File: src/rtl/alu_seq_pipe.sv
// alu_seq_pipe
// Two-stage pipelined ALU with multiply and a multiply-accumulate register.
// Opcodes 0-3 (ADD, OR, SUB, XOR) behave as on the older 4-bit sequential ALU.
// Stage 1 captures the operands. Stage 2 computes the result, registers
// out/zero/carry and updates acc.
//
// Ports
//   clk        rising-edge clock
//   rst        synchronous reset, active low
//   in_valid   A/B/opcode are valid this cycle
//   A, B       unsigned operands, WIDTH bits
//   opcode     0 ADD, 1 OR, 2 SUB, 3 XOR, 4 AND, 5 MUL, 6 MAC, 7 RDACC
//   acc_clr    accumulator clear, sampled on the edge that retires stage 2
//   out_valid  out/zero/carry hold a new result this cycle
//   out        result, 2*WIDTH bits
//   zero       out == 0 for the current result
//   carry      carry / borrow / accumulator-wrap flag
//   acc        accumulator value
module alu_seq_pipe #(
    parameter int WIDTH = 4
) (
    input  logic                 clk,
    input  logic                 rst,
    input  logic                 in_valid,
    input  logic [WIDTH-1:0]     A,
    input  logic [WIDTH-1:0]     B,
    input  logic [2:0]           opcode,
    input  logic                 acc_clr,
    output logic                 out_valid,
    output logic [2*WIDTH-1:0]   out,
    output logic                 zero,
    output logic                 carry,
    output logic [2*WIDTH-1:0]   acc
);

    localparam int OW = 2 * WIDTH;

    typedef enum logic [2:0] {
        OP_ADD   = 3'd0,
        OP_OR    = 3'd1,
        OP_SUB   = 3'd2,
        OP_XOR   = 3'd3,
        OP_AND   = 3'd4,
        OP_MUL   = 3'd5,
        OP_MAC   = 3'd6,
        OP_RDACC = 3'd7
    } op_e;

    logic             vld_p1;
    logic [WIDTH-1:0] a_p1;
    logic [WIDTH-1:0] b_p1;
    op_e              op_p1;

    logic [OW-1:0]    a_x;
    logic [OW-1:0]    b_x;
    logic [OW-1:0]    prod;
    logic [OW-1:0]    sum;
    logic [OW-1:0]    diff;
    logic [OW-1:0]    acc_base;
    logic [OW:0]      mac_sum;
    logic [OW-1:0]    res;
    logic             cy;
    logic [OW-1:0]    acc_nxt;

    // ---- stage 1: operand capture ----
    always_ff @(posedge clk) begin
        if (!rst) begin
            vld_p1 <= 1'b0;
            a_p1   <= '0;
            b_p1   <= '0;
            op_p1  <= OP_ADD;
        end else begin
            vld_p1 <= in_valid;
            a_p1   <= A;
            b_p1   <= B;
            op_p1  <= op_e'(opcode);
        end
    end

    // ---- stage 2: compute from stage-1 registers ----
    always_comb begin
        a_x  = {{WIDTH{1'b0}}, a_p1};
        b_x  = {{WIDTH{1'b0}}, b_p1};
        // Operands are zero-extended to OW bits, so the product never truncates.
        prod = a_x * b_x;
        sum  = a_x + b_x;
        diff = a_x - b_x;
        // A clear in the same cycle as a MAC restarts accumulation from zero.
        acc_base = acc_clr ? '0 : acc;
        mac_sum  = {1'b0, acc_base} + {1'b0, prod};

        res = '0;
        cy  = 1'b0;
        case (op_p1)
            OP_ADD:   begin res = sum;  cy = sum[WIDTH]; end
            OP_OR:    res = a_x | b_x;
            OP_SUB:   begin res = diff; cy = (a_p1 < b_p1); end
            OP_XOR:   res = a_x ^ b_x;
            OP_AND:   res = a_x & b_x;
            OP_MUL:   res = prod;
            OP_MAC:   begin res = mac_sum[OW-1:0]; cy = mac_sum[OW]; end
            OP_RDACC: res = acc;   // old value, even if a clear lands this cycle
            default:  res = '0;
        endcase

        acc_nxt = acc;
        if (vld_p1 && (op_p1 == OP_MAC)) begin
            acc_nxt = mac_sum[OW-1:0];
        end else if (acc_clr) begin
            acc_nxt = '0;
        end
    end

    // ---- stage 2 registers: result, flags, accumulator ----
    always_ff @(posedge clk) begin
        if (!rst) begin
            out_valid <= 1'b0;
            out       <= '0;
            zero      <= 1'b0;
            carry     <= 1'b0;
            acc       <= '0;
        end else begin
            out_valid <= vld_p1;
            acc       <= acc_nxt;
            // Bubbles leave the previous result and flags on the port.
            if (vld_p1) begin
                out   <= res;
                zero  <= (res == '0);
                carry <= cy;
            end
        end
    end

endmodule

File: config.mk
export PLATFORM = sky130hd
export DESIGN_NAME = alu_seq_pipe
export DESIGN_NICKNAME = d
export VERILOG_FILES = /design/src/rtl/alu_seq_pipe.sv
export SDC_FILE = /design/constraint.sdc
export NUM_CORES = 1
export LEC_CHECK = 0
export ABC_AREA = 0
export BUFFER_PORTS_ARGS = -buffer_cell sky130_fd_sc_hd__buf_2
export CORE_ASPECT_RATIO = 1.4
export CORE_MARGIN = 4
export CORE_UTILIZATION = 45
export DETAILED_ROUTE_END_ITERATION = 8
export HOLD_SLACK_MARGIN = 0.12
export PLACE_DENSITY = 0.74
export SLEW_MARGIN = 25
export SYNTH_ARGS = -nofsm -noshare
export SYNTH_HDL_FRONTEND = slang
export SYNTH_SLANG_ARGS = --single-unit
File: constraint.sdc
create_clock -name clk -period 4.6 [get_ports clk]
set_input_delay 0 -clock clk [delete_from_list [all_inputs] [get_ports clk]]
set_output_delay 0 -clock clk [all_outputs]
set_load 0.1 [all_outputs]
==> key figures <==
STA
  – Minimum clock period: 4.22 ns
  – Slew margin rel.: 0.364
  – RSZ-0062 raised after global routing: false
  – Final count of hold timing violations: 0
  – Number of pins with negative max-slew slack in the final report: 0
  – Post-route worst setup slack: 0.381 ns
  – Maximum operating frequency: 237 MHz
  – Worst clock skew on the final layout: 0.0116 ns
  – Worst Tran Pin Value: 0.952 ns
  – Accumulated negative setup slack: 0 ns
  – Final-report setup violation count: 0
  – Fin crit share: 0.917

Critical path
  – Startpoint of the worst register-to-register path: a_p1[1]
  – Critical path startpoint category: register
  – Crit path from: a_p1[1]
  – Data arrival time of the critical path: 4.42 ns
  – Required time at the worst-slack endpoint: 4.80 ns
  – Kind of end point of the critical path: register
  – Type of the setup path with the least slack: reg2reg
  – Maximum fanout count along the critical path: 7

Clocking
  – Longest Clk Path Bufs: 2
  – TritonCTS clock tree: done
  – CTS H-tree lvls: 2
  – Count of clock tree sinks: 31
  – Number of buffers added by the clock tree synthesis step: 5
  – Buffer cell driving the clock tree root: sky130_fd_sc_hd__clkbuf_8
  – Reg clk slew, reported paths: 0.07 ns
  – Resized cells post-CTS: 0
  – Clk Latency, worst-skew pair: 0.29 ns

Synthesis
  – Most area-consuming cells after synthesis: sky130_fd_sc_hd__dfxtp_1 24%, sky130_fd_sc_hd__ha_1 15%, sky130_fd_sc_hd__fa_1 5.4%, sky130_fd_sc_hd__nor2_1 4.7%, sky130_fd_sc_hd__nand2_1 4.3%
  – Instance count of the mapped netlist: 318
  – Register bit total from synthesis: 31
  – Synthesized net count: 372
  – Number of enable-type register cells in the synthesized netlist: 0
  – Yosys cell types: 51
  – Post-synth top area share: 0.237
  – Prevailing post-synth register cell: sky130_fd_sc_hd__dfxtp_1
  – Async S/R FF share, synth: 0
  – Area leader, netlist: sky130_fd_sc_hd__dfxtp_1
  – Syn Std Cell Area: 0.00262 mm^2
  – Syn avg cell area: 8.23 um^2
  – Sequential share of the synthesized area: 0.237
  – Warnings from Yosys: 0

Global route
  – Maximum number of pins on one net before global-route repair: 33
  – Global-route wire length before repair: 11700 um
  – Vias in the first global route: 2445
  – Overall routing resource usage: 0.207
  – Antenna violations before repair: 0
  – Sum of overflow across all layers after global routing: 0

Placed design
  – Half-perimeter wire length after detailed placement: 5230 um
  – Post-DP Area: 0.00282 mm^2
  – I/O Buffers: 33
  – Worst Setup Slack post-DPL: 0.448 ns
  – Final weighted congestion in routability-driven placement: 0.981

Floorplan
  – Core box area: 0.00557 mm^2
  – Vertical die dimension: 98.2 um
  – Die extent in x: 72.5 um
  – Effective utilization at floorplan: 0.470
  – Total number of placement rows: 32
  – Top-level I/O count: 34
  – Die area: 0.00712 mm^2

Layout
  – Fraction of layout cells with a size suffix above 1: 0.144
  – NumNets Final: 413
  – Synthesis-to-layout area growth: 16.3%
  – Number of filler cells placed in the layout: 497
  – Cell area after layout: 0.00305 mm^2
  – Sequential cell area: 621 um^2
  – Combined area of the multi-input logic cells: 0.00186 mm^2
  – Antenna Diode Count: 0

Power
  – Power per cell area: 234 mW/mm^2
  – Sum of internal, switching and leakage power: 0.000714 W
  – Static Leak: 1.41 nW
  – Worst ir drop on vdd: 0.238 mV

Routing
  – DRC: 0
  – Routed WL: 7030 um
  – Via-per-instance ratio: 5.71
  – Starting DRC count in detailed routing: 137
  – Average wire per standard cell: 16.4 um
  – Number of nets with antenna violations after detailed routing: 0
  – DRT Pass-1 Iters: 5
  – Vias after detailed routing: 2442

Worst hold path
  – Critical hold path startpoint: acc_clr
  – Worst Hold Class: in2reg

Run
  – Max-Cap Viols: 0

Status
  – Outcome: finished, final reports clean
path summary, 6_finish.rpt:
kind         endpoint  slack (ns)  cells after the start
max              zero        0.38                     16
min reg2reg    out[6]        0.48                      1
min            acc[3]        0.16                      4
max reg2reg      zero        0.38                     16
cell families (layout without fill, tap and decap cells):
| group | count (synthesis) | after routing | share of synthesized area |
|---|---|---|---|
| adder cells (fa/ha/maj) | 39 | 39 | 0.206 |
| multiplexers | 6 | 6 | 0.0282 |
| flip-flops | 31 | 31 | 0.237 |
| AO/OA/AOI/OAI | 69 | 69 | 0.180 |
| AND/OR/NAND/NOR | 126 | 126 | 0.256 |
| buffers and inverters | 35 | 77 | 0.0521 |
| XOR/XNOR | 12 | 12 | 0.0402 |
power by group:
group / internal [W] / leakage [nW] / switching (W) / total [W]
combinational: 0.0000619 / 1.10 / 0.000113 / 0.000175
clock: 0.000136 / 0.0505 / 0.000106 / 0.000242
sequential: 0.000280 / 0.255 / 0.0000170 / 0.000297
total: 0.000477 / 1.41 / 0.000236 / 0.000714
sequential cells by signal, indices dropped and copies added, names as in the netlist:
signal / cells
vld_p1: 1
acc: 8
zero: 1
op_p1: 3
out_valid: 1
out: 8
a_p1: 4
b_p1: 4
carry: 1
layout by cell type (no fill, tap or decap), drive strengths merged, types with 4 or more instances in the layout:
master / n
nor2: 33
buf: 33
ha: 32
dfxtp: 31
nand2: 30
inv: 24
a21oi: 22
and2: 16
nor2b: 15
dlygate4sd3: 12
o21ai: 11
xnor2: 8
nand2b: 7
nand3: 7
fa: 7
clkbuf: 7
nor3: 5
o211a: 5
xor2: 4
nor3b: 4
a211oi: 4
mux2i: 4
a21boi: 4
worst max-delay path, cell delays in order, from the launching register on:
cell	delay, ns
sky130_fd_sc_hd__dfxtp_1	0.43
sky130_fd_sc_hd__nand2_1	0.11
sky130_fd_sc_hd__fa_1	0.51
sky130_fd_sc_hd__inv_1	0.06
sky130_fd_sc_hd__fa_1	0.52
sky130_fd_sc_hd__fa_1	0.47
sky130_fd_sc_hd__a21oi_1	0.15
sky130_fd_sc_hd__nor2_1	0.05
sky130_fd_sc_hd__nor2_1	0.10
sky130_fd_sc_hd__xnor2_1	0.11
sky130_fd_sc_hd__ha_1	0.42
sky130_fd_sc_hd__nor2b_1	0.16
sky130_fd_sc_hd__nor2_1	0.09
sky130_fd_sc_hd__a311oi_1	0.34
sky130_fd_sc_hd__nor4b_4	0.27
sky130_fd_sc_hd__nand4_1	0.14
sky130_fd_sc_hd__o31ai_2	0.21
layout make-up:
cell class,instances,share of cell area
multi-input cells,252,0.611
repair buffers,45,0.0937
inverters,24,0.0296
clock buffers,7,0.0316
well taps,68,0.0279
clock inverters,1,0.00247
flip-flops and latches,31,0.204
per-layer routing:
metal | up-vias | track usage | wire length, um
met1 | 1168 | 0.233 | 2710
met2 | 78 | 0.373 | 3710
met5 | - | 0 | 0
li1 | 1172 | - | -
met4 | 0 | 0.104 | 309
met3 | 24 | 0.0247 | 294
synth_stat cells (4+ instances only):
master	n
sky130_fd_sc_hd__nor2_1	33
sky130_fd_sc_hd__ha_1	32
sky130_fd_sc_hd__dfxtp_1	31
sky130_fd_sc_hd__nand2_1	30
sky130_fd_sc_hd__inv_1	23
sky130_fd_sc_hd__a21oi_1	20
sky130_fd_sc_hd__and2_1	16
sky130_fd_sc_hd__nor2b_1	15
sky130_fd_sc_hd__o21ai_0	10
sky130_fd_sc_hd__xnor2_1	8
sky130_fd_sc_hd__clkbuf_1	7
sky130_fd_sc_hd__fa_1	7
sky130_fd_sc_hd__nand2b_1	7
sky130_fd_sc_hd__nand3_1	7
sky130_fd_sc_hd__nor3_1	5
sky130_fd_sc_hd__o211a_1	5
sky130_fd_sc_hd__a211oi_1	4
sky130_fd_sc_hd__a21boi_0	4
sky130_fd_sc_hd__buf_2	4
sky130_fd_sc_hd__mux2i_1	4
sky130_fd_sc_hd__nor3b_1	4
sky130_fd_sc_hd__xor2_1	4
timing repair:
action,4_1_cts,5_1_grt
hold buffers,12,0
hold endpoints to repair,12,0
endpoints found under the setup margin,0,0
setup buffers,0,0
stage by stage:
step	hold WS (ns)	cells	utilization
CTS	0.159	428	0.547
detailed placement	0.212	408	0.507
global placement	0.200	408	0.507
global route	0.179	428	0.547
finish	0.159	428	0.547
floorplan	0.122	318	-
(Power assumes the default switching activity.)
